--- config.mk ---
export PLATFORM = sky130hd
export DESIGN_NAME = mem_block_server
export DESIGN_NICKNAME = d
export VERILOG_FILES = /design/src/rtl/mem_types_pkg.sv /design/src/rtl/mem_req_arbiter.sv /design/src/rtl/mem_block_server.sv
export SDC_FILE = /design/constraint.sdc
export NUM_CORES = 1
export LEC_CHECK = 0
export CORE_ASPECT_RATIO = 1.2
export CORE_MARGIN = 3
export CORE_UTILIZATION = 44
export DETAILED_ROUTE_END_ITERATION = 7
export HOLD_SLACK_MARGIN = 0.03
export PLACE_DENSITY_LB_ADDON = 0.08
export SETUP_SLACK_MARGIN = 0.2
export SYNTH_ARGS = -nofsm -noshare
export SYNTH_HDL_FRONTEND = slang
export SYNTH_SLANG_ARGS = --single-unit
--- constraint.sdc ---
create_clock -name CLK -period 2.2 [get_ports CLK]
set_input_delay 0.55 -clock CLK [delete_from_list [all_inputs] [get_ports CLK]]
set_output_delay 0.55 -clock CLK [all_outputs]
set_load 0.01 [all_outputs]
--- src/rtl/mem_types_pkg.sv ---
// Shared types for the block memory server: block geometry, FSM states and
// requester port identifiers.
package mem_types_pkg;

    localparam int BLOCK_ADDR_SPACE_WIDTH = 29;
    localparam int WORD_ADDR_SPACE_WIDTH  = 30;
    localparam int MEM_WORD_WIDTH         = 32;
    localparam int MEM_WORDS_PER_BLOCK    = 1 << (WORD_ADDR_SPACE_WIDTH - BLOCK_ADDR_SPACE_WIDTH);

    typedef logic [MEM_WORDS_PER_BLOCK-1:0][MEM_WORD_WIDTH-1:0] mem_block_t;

    typedef enum logic [1:0] {
        IDLE,
        ACCESS,
        RESP
    } mem_server_state_t;

    typedef enum logic {
        PORT_ICACHE,
        PORT_DCACHE
    } mem_port_t;

endpackage

--- src/rtl/mem_req_arbiter.sv ---
// Two-port alternating-priority arbiter. A lone requester always wins; on
// contention the port named by prio wins and the caller flips prio.
module mem_req_arbiter
    import mem_types_pkg::*;
(
    input  logic      ic_req_i,
    input  logic      dc_req_i,
    input  mem_port_t prio_i,
    output logic      gnt_valid_o,
    output mem_port_t gnt_port_o,
    output logic      prio_flip_o
);

    // Pick the winner; flip is only requested when both ports contend.
    always_comb begin
        gnt_valid_o = ic_req_i | dc_req_i;
        prio_flip_o = ic_req_i & dc_req_i;
        if (ic_req_i && dc_req_i) begin
            gnt_port_o = prio_i;
        end else if (dc_req_i) begin
            gnt_port_o = PORT_DCACHE;
        end else begin
            gnt_port_o = PORT_ICACHE;
        end
    end

endmodule

--- src/rtl/mem_block_server.sv ---
// Block-granular memory responder: accepts icache/dcache block requests,
// serialises each block into word accesses on the RAM port, and returns the
// block (or a writeback acknowledge) as a one-cycle response pulse.
module mem_block_server
    import mem_types_pkg::*;
#(
    parameter int BLOCK_ADDR_WIDTH = BLOCK_ADDR_SPACE_WIDTH,
    parameter int WORDS_PER_BLOCK  = MEM_WORDS_PER_BLOCK,
    parameter int WORD_WIDTH       = MEM_WORD_WIDTH
) (
    input  logic                                  CLK,
    input  logic                                  nRST,
    input  logic                                  icache_req_valid,
    input  logic [BLOCK_ADDR_WIDTH-1:0]           icache_req_block_addr,
    output logic                                  icache_req_ready,
    output logic                                  icache_resp_valid,
    output logic [WORDS_PER_BLOCK*WORD_WIDTH-1:0] icache_resp_data,
    input  logic                                  dcache_req_valid,
    input  logic                                  dcache_req_write,
    input  logic [BLOCK_ADDR_WIDTH-1:0]           dcache_req_block_addr,
    input  logic [WORDS_PER_BLOCK*WORD_WIDTH-1:0] dcache_req_data,
    output logic                                  dcache_req_ready,
    output logic                                  dcache_resp_valid,
    output logic [WORDS_PER_BLOCK*WORD_WIDTH-1:0] dcache_resp_data,
    output logic                                  ram_REN,
    output logic                                  ram_WEN,
    output logic [31:0]                           ram_addr,
    output logic [WORD_WIDTH-1:0]                 ram_store,
    input  logic [WORD_WIDTH-1:0]                 ram_load,
    input  logic                                  ram_ready
);

    localparam int IDX_W = $clog2(WORDS_PER_BLOCK);
    localparam logic [IDX_W-1:0] IDX_ONE  = IDX_W'(1);
    localparam logic [IDX_W-1:0] IDX_LAST = IDX_W'(WORDS_PER_BLOCK - 1);

    typedef logic [WORDS_PER_BLOCK-1:0][WORD_WIDTH-1:0] blk_t;

    mem_server_state_t           state_q, state_d;
    mem_port_t                   port_q, port_d;
    mem_port_t                   prio_q, prio_d;
    logic                        write_q, write_d;
    logic [BLOCK_ADDR_WIDTH-1:0] addr_q, addr_d;
    logic [IDX_W-1:0]            idx_q, idx_d;
    blk_t                        buf_q, buf_d;
    logic                        ren_q, ren_d;
    logic                        wen_q, wen_d;
    logic [31:0]                 raddr_q, raddr_d;
    logic [WORD_WIDTH-1:0]       store_q, store_d;
    logic                        ic_resp_q, ic_resp_d;
    logic                        dc_resp_q, dc_resp_d;

    logic      gnt_valid;
    mem_port_t gnt_port;
    logic      prio_flip;
    logic      accept;
    logic      gnt_wb;
    blk_t      wb_blk;

    mem_req_arbiter u_arb (
        .ic_req_i    (icache_req_valid),
        .dc_req_i    (dcache_req_valid),
        .prio_i      (prio_q),
        .gnt_valid_o (gnt_valid),
        .gnt_port_o  (gnt_port),
        .prio_flip_o (prio_flip)
    );

    // Ready is only offered in IDLE and is forced low while reset is held.
    assign accept           = nRST && (state_q == IDLE) && gnt_valid;
    assign icache_req_ready = accept && (gnt_port == PORT_ICACHE);
    assign dcache_req_ready = accept && (gnt_port == PORT_DCACHE);
    assign gnt_wb           = (gnt_port == PORT_DCACHE) && dcache_req_write;
    assign wb_blk           = dcache_req_data;

    assign icache_resp_valid = ic_resp_q;
    assign dcache_resp_valid = dc_resp_q;
    assign icache_resp_data  = buf_q;
    assign dcache_resp_data  = buf_q;
    assign ram_REN           = ren_q;
    assign ram_WEN           = wen_q;
    assign ram_addr          = raddr_q;
    assign ram_store         = store_q;

    // Next-state logic for the FSM, datapath and registered outputs.
    always_comb begin
        state_d   = state_q;
        port_d    = port_q;
        prio_d    = prio_q;
        write_d   = write_q;
        addr_d    = addr_q;
        idx_d     = idx_q;
        buf_d     = buf_q;
        ren_d     = ren_q;
        wen_d     = wen_q;
        raddr_d   = raddr_q;
        store_d   = store_q;
        ic_resp_d = 1'b0;
        dc_resp_d = 1'b0;
        unique case (state_q)
            IDLE: begin
                if (gnt_valid) begin
                    port_d  = gnt_port;
                    write_d = gnt_wb;
                    addr_d  = (gnt_port == PORT_DCACHE) ? dcache_req_block_addr
                                                        : icache_req_block_addr;
                    idx_d   = '0;
                    if (gnt_wb) begin
                        buf_d = wb_blk;
                    end
                    if (prio_flip) begin
                        prio_d = (prio_q == PORT_DCACHE) ? PORT_ICACHE : PORT_DCACHE;
                    end
                    ren_d   = !gnt_wb;
                    wen_d   = gnt_wb;
                    raddr_d = 32'({addr_d, {IDX_W{1'b0}}, 2'b00});
                    store_d = gnt_wb ? wb_blk[0] : '0;
                    state_d = ACCESS;
                end
            end
            ACCESS: begin
                // Without ram_ready every RAM output simply holds.
                if (ram_ready) begin
                    if (!write_q) begin
                        buf_d[idx_q] = ram_load;
                    end
                    if (idx_q == IDX_LAST) begin
                        ren_d     = 1'b0;
                        wen_d     = 1'b0;
                        ic_resp_d = (port_q == PORT_ICACHE);
                        dc_resp_d = (port_q == PORT_DCACHE);
                        state_d   = RESP;
                    end else begin
                        idx_d   = idx_q + IDX_ONE;
                        raddr_d = 32'({addr_q, idx_d, 2'b00});
                        if (write_q) begin
                            store_d = buf_q[idx_d];
                        end
                    end
                end
            end
            RESP: begin
                state_d = IDLE;
            end
            default: begin
                state_d = IDLE;
            end
        endcase
    end

    // State and output registers; reset abandons any in-flight transfer.
    always_ff @(posedge CLK or negedge nRST) begin
        if (!nRST) begin
            state_q   <= IDLE;
            port_q    <= PORT_ICACHE;
            prio_q    <= PORT_DCACHE;
            write_q   <= 1'b0;
            addr_q    <= '0;
            idx_q     <= '0;
            buf_q     <= '0;
            ren_q     <= 1'b0;
            wen_q     <= 1'b0;
            raddr_q   <= '0;
            store_q   <= '0;
            ic_resp_q <= 1'b0;
            dc_resp_q <= 1'b0;
        end else begin
            state_q   <= state_d;
            port_q    <= port_d;
            prio_q    <= prio_d;
            write_q   <= write_d;
            addr_q    <= addr_d;
            idx_q     <= idx_d;
            buf_q     <= buf_d;
            ren_q     <= ren_d;
            wen_q     <= wen_d;
            raddr_q   <= raddr_d;
            store_q   <= store_d;
            ic_resp_q <= ic_resp_d;
            dc_resp_q <= dc_resp_d;
        end
    end

endmodule
=== Yosys cells after proc, flatten, opt, wreduce, memory -nomap -nowiden ===
Index checks and enable logic that the tools add are counted.

* $add $sub $neg: 1
* $lt $le $gt $ge: 3
* Equal/unequal tests: 8
* Mux-type cells: 44
* Bitwise logic cells: 4
* Reduce and logical (&&, ||, !) cells: 18

{| class="wikitable"
|+ Operators with widths
! cell !! count
|-
| $mux 32 || 11
|-
| $mux 64 || 4
|-
| $pmux 32 s2 || 2
|-
| $pmux 64 s2 || 1
|-
| $bwmux 64 || 1
|-
| $demux 32 s1 || 1
|-
| $mux 29 || 1
|-
| $mux 1 || 16
|-
| $ne 2x2->1 const B || 7
|-
| $reduce_and 5->1 || 2
|-
| $reduce_and 3->1 || 3
|-
| $reduce_and 4->1 || 2
|-
| $logic_and 1x1->1 || 7
|-
| $mux 2 || 3
|-
| $pmux 1 s2 || 3
|-
| $lt 1x2->1 const B || 2
|-
| $pmux 2 s2 || 1
|-
| $eq 2x1->1 const B || 1
|-
| $logic_not 2->1 || 1
|-
| $not 1->1 || 2
|-
| $reduce_and 2->1 || 1
|-
| $reduce_bool 2->1 || 1
|-
| $add 1x1->1 const B || 1
|-
| $and 1x1->1 || 1
|-
| other kinds (3) || 3
|}

* Bits in registers: 167
* Input port bits: 160
* Output and inout port bits: 198
* Word-level logic and storage cells: 92

=== Longest topological paths before layout ===
Gate-level depths: netlist (run 1).

* Word-level depth: 8
* Gate-level depth with buffers: 7
* Mapped depth without buffers: 4

=== Modules after synthesis ===
Synthesis (run 1) repeated with hierarchy kept, for this count alone.

* Cells, all modules: 972
* Area, all modules: 8682.1 sq um

{| class="wikitable"
|+ Modules (own cells, without submodules)
! module !! times used !! cells each !! area each (sq um) !! seq. area each (sq um)
|-
| mem_block_server || 1 || 968 || 8653.3 || 4130.2
|-
| mem_req_arbiter || 1 || 4 || 28.8 || 0.0
|}

=== Least setup slack after synthesis (run 1) ===
Ideal clock, no wire load.

* Path kind: input-to-output
* From: in dcache_req_valid
* To: out icache_req_ready
* Arrival time: 1.556 ns
* Data required time: 1.650 ns
* Slack: 0.094 ns
* Stages: 5
* Path buffers: 2
* Path through: or2_1 -> nand2_1 -> clkbuf_1 -> clkbuf_1 -> nor3b_1

* Word-level cells in the longest chain between the ends: 4
* Elaborated cells between the ends (all ways): 7
* Classes of those cells: mux (2); bitwise (2); reduce/logical (3)

{| class="wikitable"
|+ Ends and longest elaborated chain
! item !! RTL line !! source
|-
| start: declaration || mem_block_server.sv:18 || <nowiki>input logic dcache_req_valid,</nowiki>
|-
| $mux 1 / $logic_and 1x1->1 (equally long branches) || mem_req_arbiter.sv:20, mem_req_arbiter.sv:18 ||
|-
| $mux 1 || mem_req_arbiter.sv:18 || <nowiki>if (ic_req_i && dc_req_i) begin</nowiki>
|-
| $not 1->1 || mem_block_server.sv:71 || <nowiki>assign icache_req_ready = accept && (gnt_port == PORT_ICACHE);</nowiki>
|-
| $logic_and 1x1->1 * || mem_block_server.sv:71 ||
|-
| end: declaration || mem_block_server.sv:15 || <nowiki>output logic icache_req_ready,</nowiki>
|}

Mark *: on every way between the ends. The rest lies on a longest branch, timed or not.

=== Worst setup path in the final report (run 1) ===
* From: reg prio_q
* To: out dcache_req_ready

* Word-level cells in the longest chain between the ends: 2

{| class="wikitable"
|+ Ends and longest elaborated chain
! item !! RTL line !! source
|-
| start: declaration || mem_block_server.sv:41 || <nowiki>mem_port_t prio_q, prio_d;</nowiki>
|-
| start signal: assignment || mem_block_server.sv:170 || <nowiki>prio_q <= prio_d;</nowiki>
|-
| $mux 1 || mem_req_arbiter.sv:18 ||
|-
| $logic_and 1x1->1 || mem_block_server.sv:72 || <nowiki>assign dcache_req_ready = accept && (gnt_port == PORT_DCACHE);</nowiki>
|-
| end: declaration || mem_block_server.sv:22 || <nowiki>output logic dcache_req_ready,</nowiki>
|}

No other way between the ends.

==> results of run 1 <==
## cell families (layout without fill, tap and decap cells)
logic type,Yosys count,in the layout
xor+xnor,1,1
simple gates,246,246
compound gates,168,168
other cells,1,3
mux,125,125
buf+inv,134,439
flops,165,165
## repair_timing
item,in CTS,in global routing
buffers inserted,2,13
gates cloned,0,2
endpoints found under the setup margin,58,82
pin swaps,3,5
gates resized for setup,21,21
## critical path: stages (launching register included)
cell and delay [ns]:
dfstp_2 0.53, nand2b_4 0.12, and2_4 0.14, and3_4 0.17
buf_6 0.09
## sequential cells by signal, summed over array words and instances, names as in the netlist, 2 cells and up
name              cells
ram_store            32
dcache_resp_data     64
ram_addr             30
state_q               2
addr_q               29
## worst paths after layout
check,start,endpoint,slack [ns]
min in group CLK,port_q,icache_resp_valid,0.46
hold / removal,nRST,dcache_resp_data[30],0.31
max in group asynchronous,nRST,idx_q,1.14
setup / recovery,prio_q,dcache_req_ready,0.18
setup reg to reg,prio_q,dcache_resp_data[5],0.26
hold reg to reg,port_q,icache_resp_valid,0.46
## where the power goes
| part | internal [mW] | total [mW] | leakage [nW] | switching (mW) |
|---|---|---|---|---|
| Sequential | 4.59 | 5.75 | 2.02 | 1.16 |
| Combinational | 6.24 | 11.7 | 3.52 | 5.41 |
| Clock | 1.62 | 2.92 | 0.275 | 1.30 |
## Yosys cell counts, drive strengths merged
cell type	number	area share [%]
nand2	164	7.1
xor2	1	0.10
nor3b	1	0.087
inv	1	0.043
nand3	62	3.6
and3	3	0.22
o221ai	32	3.2
dfrtp	164	47
or2	2	0.14
nor2	4	0.26
dfstp	1	0.30
nand2b	2	0.14
mux2	64	8.3
nor2b	1	0.072
o21ai	36	2.1
mux2i	61	7.0
a211oi	1	0.23
o21a	33	2.9
buf	106	8.5
a21boi	1	0.087
o211ai	29	2.5
nor3	1	0.19
o22ai	1	0.23
clkbuf	27	1.2
nand4bb	1	0.13
conb	1	0.043
and2b	1	0.087
a22o	33	3.3
a21oi	1	0.058
and2	4	0.29
a32oi	1	0.19
## layer usage
| layer | part of all wire, % | up-vias | wire [um] |
|---|---|---|---|
| met5 | 0 | - | 0 |
| met3 | 7.7 | 32 | 2060 |
| met4 | 2.0 | 0 | 535 |
| met1 | 39 | 3610 | 10300 |
| li1 | - | 3515 | - |
| met2 | 52 | 286 | 13800 |
## final cells by class
| class | instances | area, um2 | area share (%) |
|---|---|---|---|
| Timing Repair Buffer | 406 | 4180 | 32.2 |
| Sequential cell | 165 | 4140 | 31.9 |
| Inverter | 1 | 3.75 | 0.0289 |
| Antenna cell | 1 | 2.50 | 0.0193 |
| Multi-Input combinational cell | 542 | 3760 | 29.0 |
| Tap cell | 256 | 320 | 2.46 |
| Clock buffer | 18 | 439 | 3.38 |
| Clock inverter | 14 | 140 | 1.08 |
## stage by stage
| stage | utilization [%] | TNS, ns | power [mW] |
|---|---|---|---|
| 2_1_floorplan | - | 0 | 12.2 |
| 3_3_place_gp | 63.8 | -22.22 | 17.0 |
| 3_5_place_dp | 63.8 | -25.78 | 17.2 |
| 4_1_cts | 67.0 | 0 | 20.2 |
| 5_1_grt | 68.2 | 0 | 21.7 |
| 6_report | 68.2 | 0 | 20.3 |
==> flow_metrics.py, run 1 <==
metrics = {
    "clocking": {
        "clk_pin_slew_ns": 0.06,
        "cts_sinks": 165,
        "cts.path.max_buffers": 2,
        "cts_buffers": 17,
        "cts_tree": "built",
        "insertion_delay_ns": 0.43,
        "cts_hold_repair.buffers": 0,
        "htreeDepth": 4,
        "root_buffer": "clkbuf_16",
    },
    "synth": {
        "yosys_warnings": 0,
        "syn_area_per_cell_um2": 10.3,
        "synth_area_mm2": 0.00866,
        "synth.distinct_cells": 39,
        "synth-compound-area-share_pct": 14.8,
        "ys_seq_elements": 165,
        "synth_cells": 840,
        "yosysSeqAreaShare_pct": 47.7,
        "synth_adder_area_share_pct": 0,
        "synthMuxAreaShare_pct": 15.4,
        "synth_top_family_by_area": "multiplexers",
        "synth_xor_area_share_pct": 0.101,
        "synth-simple-area-share_pct": 12.3,
    },
    "route": {
        "drc": 0,
        "routedWlPerCell_um": 19.1,
        "ant_nets": 0,
        "drtIter0Drc": 358,
        "dr.pass1.iters": 5,
        "via_per_inst": 5.31,
        "dr_total_vias": 7443,
        "totalWireLength_um": 26700,
    },
    "timing": {
        "rsz0062_at_grt": "yes",
        "worst_slack_ns": 0.177,
        "skew_ns": 0.0105,
        "finalSetupViolations": 0,
        "slew_viol_final": 0,
        "max_freq_mhz": 494,
        "tightest_slew_ns": 0.917,
        "hold_viol": 0,
        "fin_crit_ns": 2.02,
        "holdWs_ns": 0.309,
        "slew_headroom_pct": 38.9,
        "finalCritPeriodShare_pct": 92.0,
    },
    "die": {
        "ioPinCount": 358,
        "die_y_um": 160,
        "coreArea_mm2": 0.0191,
        "start_util_pct": 45.4,
        "row_count": 55,
        "die_w_um": 134,
        "die_area_mm2": 0.0214,
    },
    "grt": {
        "use_met1_pct": 29.4,
        "busiest_layer": "met2",
        "grt_use_met2_pct": 42.4,
        "grt_usage_pct": 24.3,
        "grt_start_max_net_pins": 166,
        "grt_pass1_vias": 7253,
        "grt_pass1_wl_um": 41300,
        "grt-ovfl-total": 0,
        "antenna_found_initial": 1,
        "use_met3_pct": 6.49,
    },
    "setup_path": {
        "reg2reg_depth": 7,
        "cp_data_arrival_time_ns": 1.47,
        "start_kind": "flip-flop",
        "crit_fanout": 2,
        "cp-end-kind": "output port",
        "critical_path_class": "reg -> out",
        "required_ns": 1.65,
    },
    "placement": {
        "place.gp.congestion": 0.831,
        "place_inst": 1353,
        "portBuffers": 355,
        "hpwl_um": 18600,
        "dpl-instance-area_mm2": 0.0122,
        "pre_cts_slack_ns": -0.400,
    },
    "status": {
        "outcome": "finished, final reports clean",
    },
    "finish": {
        "syn2layout_area_growth_pct": 50.0,
        "final_cells": 1403,
        "drive_gt1_share_pct": 11.7,
        "final_common_cell": "clkdlybuf4s50_1",
        "fillers": 1540,
        "final_nets": 1293,
        "final_cell_mix": "clkdlybuf4s50_1, nand2_1, dfrtp_1",
        "postLayoutCellArea_mm2": 0.0130,
    },
    "power_and_ir_drop": {
        "leakagePower_nw": 5.81,
        "power_density_mw_per_mm2": 1560,
        "ir_drop_mv": 0.967,
    },
    "flow_run": {
        "cap_violations": 0,
    },
    "min_path": {
        "hp-class": "in -> async",
    },
}
No activity file was read; power rests on OpenSTA's default activity.
==> inputs of run 2 (changes only) <==
--- a/config.mk
+++ b/config.mk
@@ -6,7 +6,6 @@
 export NUM_CORES = 1
 export LEC_CHECK = 0
 export CORE_ASPECT_RATIO = 1.2
-export CORE_MARGIN = 3
 export CORE_UTILIZATION = 44
 export DETAILED_ROUTE_END_ITERATION = 7
 export HOLD_SLACK_MARGIN = 0.03
==> run 2 against run 1 <==
Routed wire length down 3.6%. Register-to-register slack worse by 0.02 ns. Die area down 5.4%. Critical path depth unchanged. Combinational power about the same. Sequential share of layout area up 0.073 points. Flip-flop and latch count unchanged. Sequential power about the same. Global-route usage up 1.6 points. Setup slack worse by 0.0037 ns. Total power up 0.48%. Highest routed layer unchanged. Cell area down 0.26%.
==> flow_metrics.py, run 2 (synthesis results as in run 1) <==
metrics = {
    "placement": {
        "hpwl_um": 17900,
        "pre_cts_slack_ns": -0.384,
        "place.gp.congestion": 0.833,
        "dpl-instance-area_mm2": 0.0122,
        "portBuffers": 355,
    },
    "power_and_ir_drop": {
        "leakagePower_nw": 5.76,
        "pwr-share-clk_pct": 15.2,
        "pwr-share-comb_pct": 56.7,
        "p_sw_mw": 7.81,
        "power_density_mw_per_mm2": 1580,
        "pwr-share-seq_pct": 28.1,
        "switching_share_pct": 38.3,
        "p_int_mw": 12.6,
        "ir_drop_mv": 1.01,
    },
    "route": {
        "totalWireLength_um": 25800,
        "routed.top_layer": "met4",
        "via_per_inst": 5.31,
        "ant_nets": 0,
        "met2_wirelength_um": 13300,
        "drc": 0,
        "wl_met3_um": 1800,
        "dr_total_vias": 7433,
        "routedWlPerCell_um": 18.4,
        "dr.pass1.iters": 4,
        "drtIter0Drc": 322,
        "wl_met1_um": 10100,
    },
    "setup_path": {
        "critPathCapture": "dcache_req_ready",
        "required_ns": 1.65,
        "start_kind": "flip-flop",
        "critical-path-slowest-cell": "dfstp_2",
        "cp-end-kind": "output port",
        "critPathLaunch": "prio_q",
        "reg2reg_depth": 7,
        "cp_data_arrival_time_ns": 1.48,
        "cp_cell_sequence": "nand2b_4 -> and2_4 -> and3_4 -> buf_6",
        "r2r-end": "dcache_resp_data[38]",
        "r2r_start": "prio_q",
        "critPathMaxStageDelay_ns": 0.54,
        "r2r_setup_slack_ns": 0.24,
        "crit_fanout": 2,
        "critical_path_class": "reg -> out",
    },
    "finish": {
        "syn2layout_area_growth_pct": 49.6,
        "final_cell_mix": "clkdlybuf4s50_1, nand2_1, dfrtp_1",
        "fillers": 1530,
        "largest_reg_flops": 64,
        "final_nets": 1290,
        "postLayoutCellArea_mm2": 0.0130,
        "final_common_cell": "clkdlybuf4s50_1",
        "drive_gt1_share_pct": 11.3,
        "num_antenna_cells": 0,
    },
    "timing": {
        "tightest_slew_ns": 0.933,
        "rsz0062_at_grt": "yes",
        "slew_headroom_pct": 37.8,
        "finalSetupViolations": 0,
        "max_freq_mhz": 493,
        "slew_viol_final": 0,
        "skew_ns": 0.00773,
        "worst_slack_ns": 0.173,
        "hold_viol": 0,
        "fin_crit_ns": 2.03,
        "finalCritPeriodShare_pct": 92.1,
    },
    "die": {
        "start_util_pct": 45.4,
        "die_y_um": 156,
        "die_area_mm2": 0.0203,
        "coreArea_mm2": 0.0191,
        "ioPinCount": 358,
        "die_w_um": 130,
        "row_count": 55,
    },
    "grt": {
        "antenna_found_initial": 0,
        "grt-ovfl-total": 0,
        "grt_pass1_wl_um": 40100,
        "grt_start_max_net_pins": 166,
        "grt_usage_pct": 25.9,
        "grt_pass1_vias": 7251,
    },
    "status": {
        "outcome": "finished, final reports clean",
    },
    "clocking": {
        "cts_tree": "built",
        "insertion_delay_ns": 0.43,
        "cts_sinks": 165,
        "root_buffer": "clkbuf_16",
        "cts_hold_repair.buffers": 0,
        "clk_pin_slew_ns": 0.06,
        "cts_buffers": 17,
        "cts.path.max_buffers": 2,
        "htreeDepth": 4,
    },
    "flow_run": {
        "cap_violations": 0,
    },
    "min_path": {
        "hp-class": "in -> async",
    },
}
==> run 2: changes by cell type in the layout (fill, tap and decap cells not counted), moves of 2 or more <==
cell,before,now
clkdlybuf4s50_1,332,336
dlymetal6s2s_1,14,11
buf_12,15,13
bufinv_16,1,3
clkbuf_16,19,17
clkinv_4,4,2
inv_6,6,4
==> run 2: power by group through the flow <==
stage	clock network [mW]	logic [mW]	registers [mW]
CTS	3.17	11.6	5.76
detailed placement	0	11.4	5.79
finish	3.11	11.6	5.74
global placement	0	11.2	5.76
floorplan	0	6.18	6.02
global route	3.30	12.5	5.94
==> run 2: worst min-delay path by stage <==
stage | end | cells past startpoint
2_1_floorplan | addr_q[0] | 0
3_3_place_gp | icache_resp_valid | 1
3_5_place_dp | icache_resp_valid | 1
4_1_cts | dcache_resp_data[61] | 2
5_1_grt | dcache_resp_data[32] | 2
6_report | dcache_resp_data[32] | 2
==> run 2: stage by stage <==
step	hold WS (ns)	power (mW)	util [%]	TNS, ns	cells
final	0.287	20.4	68.0	0	1399
after global routing	0.358	21.7	68.0	0	1399
after CTS	0.378	20.5	67.5	0	1393
after detailed placement	0.451	17.2	63.9	-28.49	1355
after global placement	0.441	17.0	63.9	-21.54	1355
after floorplan	0.254	12.2	-	0	841
==> run 2: critical path: cells and delay by family, from the launching register on <==
family	cells	cell delay [ns]
buf+inv	1	0.09
flops	1	0.54
simple gates	3	0.43
==> run 2: area by class of cell <==
type,instances,area [um2],share of cell area [%]
clock buffers,19,443,3.42
clock inverters,13,170,1.31
flip-flops and latches,165,4140,31.9
inverters,1,3.75,0.0290
multi-input cells,542,3760,29.0
repair buffers,403,4120,31.8
well taps,256,320,2.47
==> run 2: timing repair <==
item,CTS,global route
pin swaps,4,3
resized for setup,22,16
setup endpoints to repair,74,57
setup buffers,5,6
cloned,1,0
==> run 2: metal layers <==
metal	vias to the layer above	global-route usage [%]
li1	3505	-
met1	3629	31.4
met2	269	45.2
met3	30	5.73
met4	0	8.36
met5	-	0
==> variant 1, RTL diff (settings of run 1) <==
`MEM_WORD_WIDTH`: 32 -> 48.
--- a/src/rtl/mem_types_pkg.sv
+++ b/src/rtl/mem_types_pkg.sv
@@ -4,7 +4,7 @@
 
     localparam int BLOCK_ADDR_SPACE_WIDTH = 29;
     localparam int WORD_ADDR_SPACE_WIDTH  = 30;
-    localparam int MEM_WORD_WIDTH         = 32;
+    localparam int MEM_WORD_WIDTH         = 48;
     localparam int MEM_WORDS_PER_BLOCK    = 1 << (WORD_ADDR_SPACE_WIDTH - BLOCK_ADDR_SPACE_WIDTH);
 
     typedef logic [MEM_WORDS_PER_BLOCK-1:0][MEM_WORD_WIDTH-1:0] mem_block_t;
Ports: changed (5 resized); port bits go from 358 to 486. No check against the original RTL was run, so the function may have changed too.
==> variant 1 against run 1 <==
  * Worst setup slack lost 0.11 ns
  * Sequential cell count rose by 48
  * First-iteration DRC count increased by 30%
  * Synthesized cell count is 31% higher
  * Via count rose by 36%
  * Clock power increased by 29%
  * Design area is 33% higher
  * Cell count up 33%
  * Highest routed layer is now met5
  * Wire length grew 50%
  * Area after synthesis grew 33%
  * Total power grew 34%
==> variant 1: results (changes against run 1) <==
routedWlPerCell_um: 21.5  # was 19.1 um
clk_pin_slew_ns: 0.06  # about the same
drt-total-wl_um: 40100  # was 26700 um
layout_setup_ws_ns: 0.0688  # was 0.177 ns
place_inst: 1768  # was 1353
synth.area.top_cells: "dfrtp_1 (46%), nand2_1 (6.9%), mux2i_1 (6.7%)"  # was dfrtp_1 (47%), nand2_1 (7.1%), mux2i_1 (7.0%)
grt_max_degree: 169  # was 166
synthTopCellsByCount: "dfrtp_1 (212), nand2_1 (212), buf_4 (101)"  # was dfrtp_1 (164), nand2_1 (164), buf_4 (66)
cts_root_buf: "clkbuf_16"  # unchanged
grt_first_pass_wirelength_um: 60600  # was 41300 um
outcome: "completed"  # unchanged
layout.nets: 1726  # was 1293
vdd_drop_max_mv: 1.04  # was 0.967 mV
clk_latency_ns: 0.50  # was 0.43 ns
yosysUniqueCellTypes: 37  # was 39
io_buffer_count: 483  # was 355
ys_warn_count: 0  # unchanged
relSlewSlack: 0.332  # was 0.389
largest_reg_flops: 96  # was 64
r2r_end: "dcache_resp_data[11]"  # was dcache_resp_data[5]
place_area_um2: 16200  # was 12200 um2
cts_buffers: 23  # was 17
drive_gt1_frac: 0.174  # was 0.117
htreeDepth: 1  # was 4
drt-pass1-iter-count: 5  # unchanged
min_path_type: "in -> async"  # unchanged
p_switching_mw: 10.9  # was 7.87 mW
grt_pass1_vias: 10000  # was 7253
syn_inst: 1104  # was 840
initialDrtViolationCount: 465  # was 358
dp_slack_ns: -0.460  # was -0.400 ns
dpl.hpwl_um: 27200  # was 18600 um
clock_path_buffers: 3  # was 2
crit_arrival_ns: 1.58  # was 1.47 ns
yosysSeqAreaShare: 0.462  # was 0.477
fin_worst_skew_ns: 0.0103  # was 0.0105 ns
async_flop_share: 1.00  # unchanged
antenna_found_initial: 6  # was 1
gp_congestion: 0.811  # was 0.831
detail_route.vias_per_cell: 5.43  # was 5.31
leakage_nw: 8.50  # was 5.81 nW
r2r_slack_ns: 0.25
grt_use_total: 0.272  # was 0.243
path_max_fanout: 2  # unchanged
## variant 1: final cells by class
type | count | area [um2]
Antenna cell | 3 | 7.51
Clock buffer | 39 | 726
Clock inverter | 1 | 5.00
Fill cell | 2086 | 8340
Inverter | 1 | 3.75
Multi-Input combinational cell | 702 | 5100
Sequential cell | 213 | 5360
Tap cell | 330 | 413
Timing Repair Buffer | 577 | 5670
## variant 1: power groups by stage
stage	logic, mW	registers, mW	clock network, mW
floorplan	9.05	7.90	0
global placement	16.0	7.69	0
detailed placement	16.3	7.72	0
CTS	16.0	7.50	3.87
global route	17.3	7.77	4.02
finish	16.0	7.50	3.78
## variant 1: how the worst min path moves through the flow
stage	start	end	cells after the start	slack [ns]
after floorplan	nRST	addr_q[0]	0	0.25
after global placement	port_q	icache_resp_valid	1	0.43
after detailed placement	port_q	icache_resp_valid	1	0.44
after CTS	nRST	dcache_resp_data[29]	2	0.20
after global routing	nRST	dcache_resp_data[34]	2	0.23
final	nRST	dcache_resp_data[49]	2	0.18
## variant 1: repair_timing
| item | in CTS | in global routing |
|---|---|---|
| resized for setup | 237 | 41 |
| hold buffers | 0 | 0 |
| buffers inserted | 50 | 2 |
| pin swaps | 1 | 7 |
| endpoints found under the hold margin | 0 | 0 |
| gates cloned | 0 | 3 |
| setup endpoints to repair | 297 | 114 |
## variant 1: per-layer routing
metal | part of all wire | vias to the layer above | track usage
li1 | - | 4672 | -
met1 | 0.38 | 4967 | 0.338
met2 | 0.51 | 423 | 0.472
met3 | 0.085 | 63 | 0.0661
met4 | 0.026 | 4 | 0.0774
met5 | 0.00077 | - | 0
## variant 1: worst max-delay path: cells and delay by family (launching register included)
family | cells | cell delay (ns)
buf+inv | 1 | 0.09
simple gates | 3 | 0.44
flops | 1 | 0.54
## variant 1: logic make-up after synthesis
group	share of synthesized area
xor+xnor	0.000760
buf+inv	0.103
other cells	0.000325
mux	0.174
compound gates	0.145
simple gates	0.114
flops	0.462
## variant 1: stage by stage
step	hold slack, ns	total power [mW]
final	0.176	27.3
after global routing	0.234	29.0
after floorplan	0.254	17.0
after detailed placement	0.445	24.0
after global placement	0.431	23.7
after CTS	0.200	27.3
==> variant 2, RTL diff (settings of run 1) <==
Made on the original files. Make the reset (`nRST`) synchronous in one clocked block.
--- a/src/rtl/mem_block_server.sv
+++ b/src/rtl/mem_block_server.sv
@@ -149,7 +149,7 @@
     end
 
     // State and output registers; reset abandons any in-flight transfer.
-    always_ff @(posedge CLK or negedge nRST) begin
+    always_ff @(posedge CLK) begin
         if (!nRST) begin
             state_q   <= IDLE;
             port_q    <= PORT_ICACHE;
Formal check against the unedited RTL: differs if nRST is asserted again (counterexample within 4 cycles, from zero or initial values and one cycle with nRST low); with nRST held inactive, the same outputs for 4 cycles.
==> variant 2 against run 1 <==
  * Area after synthesis fell by 6.0%
  * Core utilization rose by 0.20 points
  * Sequential cell count did not move
  * Wire length rose by 6.8%
  * Via count rose by 11%
  * Design area fell by 6.1%
  * Worst setup slack improved by 0.051 ns
  * Critical path depth fell by 3
  * Critical endpoint is now icache_resp_data[3]
Power is not compared: it rests on default switching activity, and its combinational part moved more than twofold at a synthesized area within 25%.
==> variant 2: results (changes against run 1) <==
cts.repair.resized: 25  # was 21
antenna_found_initial: 0  # was 1
synthTopCellsByCount: "dfxtp_1 (165), a21oi_1 (96), clkbuf_1 (72)"  # was dfrtp_1 (164), nand2_1 (164), buf_4 (66)
r2r_slack_ns: 0.35  # was 0.26 ns
dpl.hpwl_um: 19500  # was 18600 um
grt_use_total: 0.274  # was 0.243
grt_max_degree: 105  # was 166
cp_top_family: "buffers and inverters"  # was flip-flops
multi_input_area_share: 0.325  # was 0.290
drive_gt1_frac: 0.126  # was 0.117
detail_route.vias_per_cell: 5.82  # was 5.31
cts_sinks: 165  # unchanged
synth_xor_area_frac: 0.00108  # was 0.00101
path_max_fanout: 4  # was 2
n_clock_buffer: 19  # was 18
critPathCapture: "icache_resp_data[3]"  # was dcache_req_ready
yosysUniqueCellTypes: 37  # was 39
multi_input_gates: 599  # was 542
cp_slowest_stage_delay_ns: 0.57  # was 0.53 ns
synthMuxAreaShare: 0.0393  # was 0.154
inv_count: 3  # was 1
gp_congestion: 0.870  # was 0.831
outcome: "completed"  # unchanged
clk_pin_slew_ns: 0.07
non_clock_buffer_area_share: 0.331  # was 0.322
synth_ff_type: "dfxtp_1"  # was dfrtp_1
place_area_um2: 11600  # was 12200 um2
slowest_stage: "clkdlybuf4s50_1"  # was dfstp_2
antenna_cells: 2  # was 1
yosysSeqAreaShare: 0.406  # was 0.477
n_fill_cell: 1515  # was 1540
dp_slack_ns: -0.433  # was -0.400 ns
cts_root_buf: "clkbuf_16"  # unchanged
core_um2: 17800  # was 19100 um2
seq_share: 0.273  # was 0.319
grt_pass1_vias: 8168  # was 7253
grt_first_pass_wirelength_um: 44200  # was 41300 um
cts_setup_buffers: 0  # was 2
drt-total-wl_um: 28600  # was 26700 um
synth.area.top_cells: "dfxtp_1 (41%), buf_4 (6.2%), a21oi_1 (5.9%)"  # was dfrtp_1 (47%), nand2_1 (7.1%), mux2i_1 (7.0%)
fin_worst_skew_ns: 0.0108  # was 0.0105 ns
synth_compound_area_frac: 0.331  # was 0.148
relSlewSlack: 0.324  # was 0.389
reg2reg_depth: 8  # was 7
min_path_type: "reg -> reg"  # was in -> async
min_period_over_period: 0.896  # was 0.920
n_all_buffers: 403  # was 406
r2r_end: "dcache_resp_data[22]"  # was dcache_resp_data[5]
layout.nets: 1349  # was 1293
startpoint: "dcache_resp_data[3]"  # was prio_q
async_flop_share: 0  # was 1.00
[variant 2: stage by stage]
step / power [mW] / util / hold WS, ns / setup TNS (ns) / std cells
2_1_floorplan: 4.52 / - / 0.416 / 0 / 935
5_1_grt: 8.80 / 0.683 / 0.473 / 0 / 1422
3_5_place_dp: 5.60 / 0.650 / 0.447 / -25.90 / 1389
4_1_cts: 8.51 / 0.682 / 0.457 / 0 / 1421
6_report: 8.47 / 0.684 / 0.453 / 0 / 1424
3_3_place_gp: 5.58 / 0.650 / 0.446 / -22.28 / 1389
[variant 2: worst min-delay path by stage]
| stage | start | end | slack, ns | cells past startpoint |
|---|---|---|---|---|
| after detailed placement | port_q | icache_resp_valid | 0.45 | 1 |
| final | port_q | icache_resp_valid | 0.45 | 1 |
| after global placement | ram_addr[2] | ram_addr[2] | 0.45 | 2 |
| after CTS | port_q | icache_resp_valid | 0.46 | 1 |
| after global routing | port_q | icache_resp_valid | 0.47 | 1 |
| after floorplan | port_q | icache_resp_valid | 0.42 | 1 |
[variant 2: cell families after synthesis]
group,count (synthesis)
other cells,1
simple gates,184
mux,32
buf+inv,171
compound gates,380
xor+xnor,1
flops,165
[variant 2: routing by layer]
layer,global-route usage,wire length [um],part of all wire,up-vias
li1,-,-,-,3960
met3,0.0663,2430,0.085,43
met1,0.337,11300,0.39,3931
met2,0.468,14200,0.50,359
met4,0.0916,685,0.024,0
met5,0,0,0,-
[variant 2: power by group]
part / internal, mW / total [mW] / leakage [nW] / switching (mW)
logic: 1.14 / 2.10 / 3.08 / 0.955
registers: 3.24 / 3.44 / 1.36 / 0.199
clock network: 1.63 / 2.93 / 0.265 / 1.29
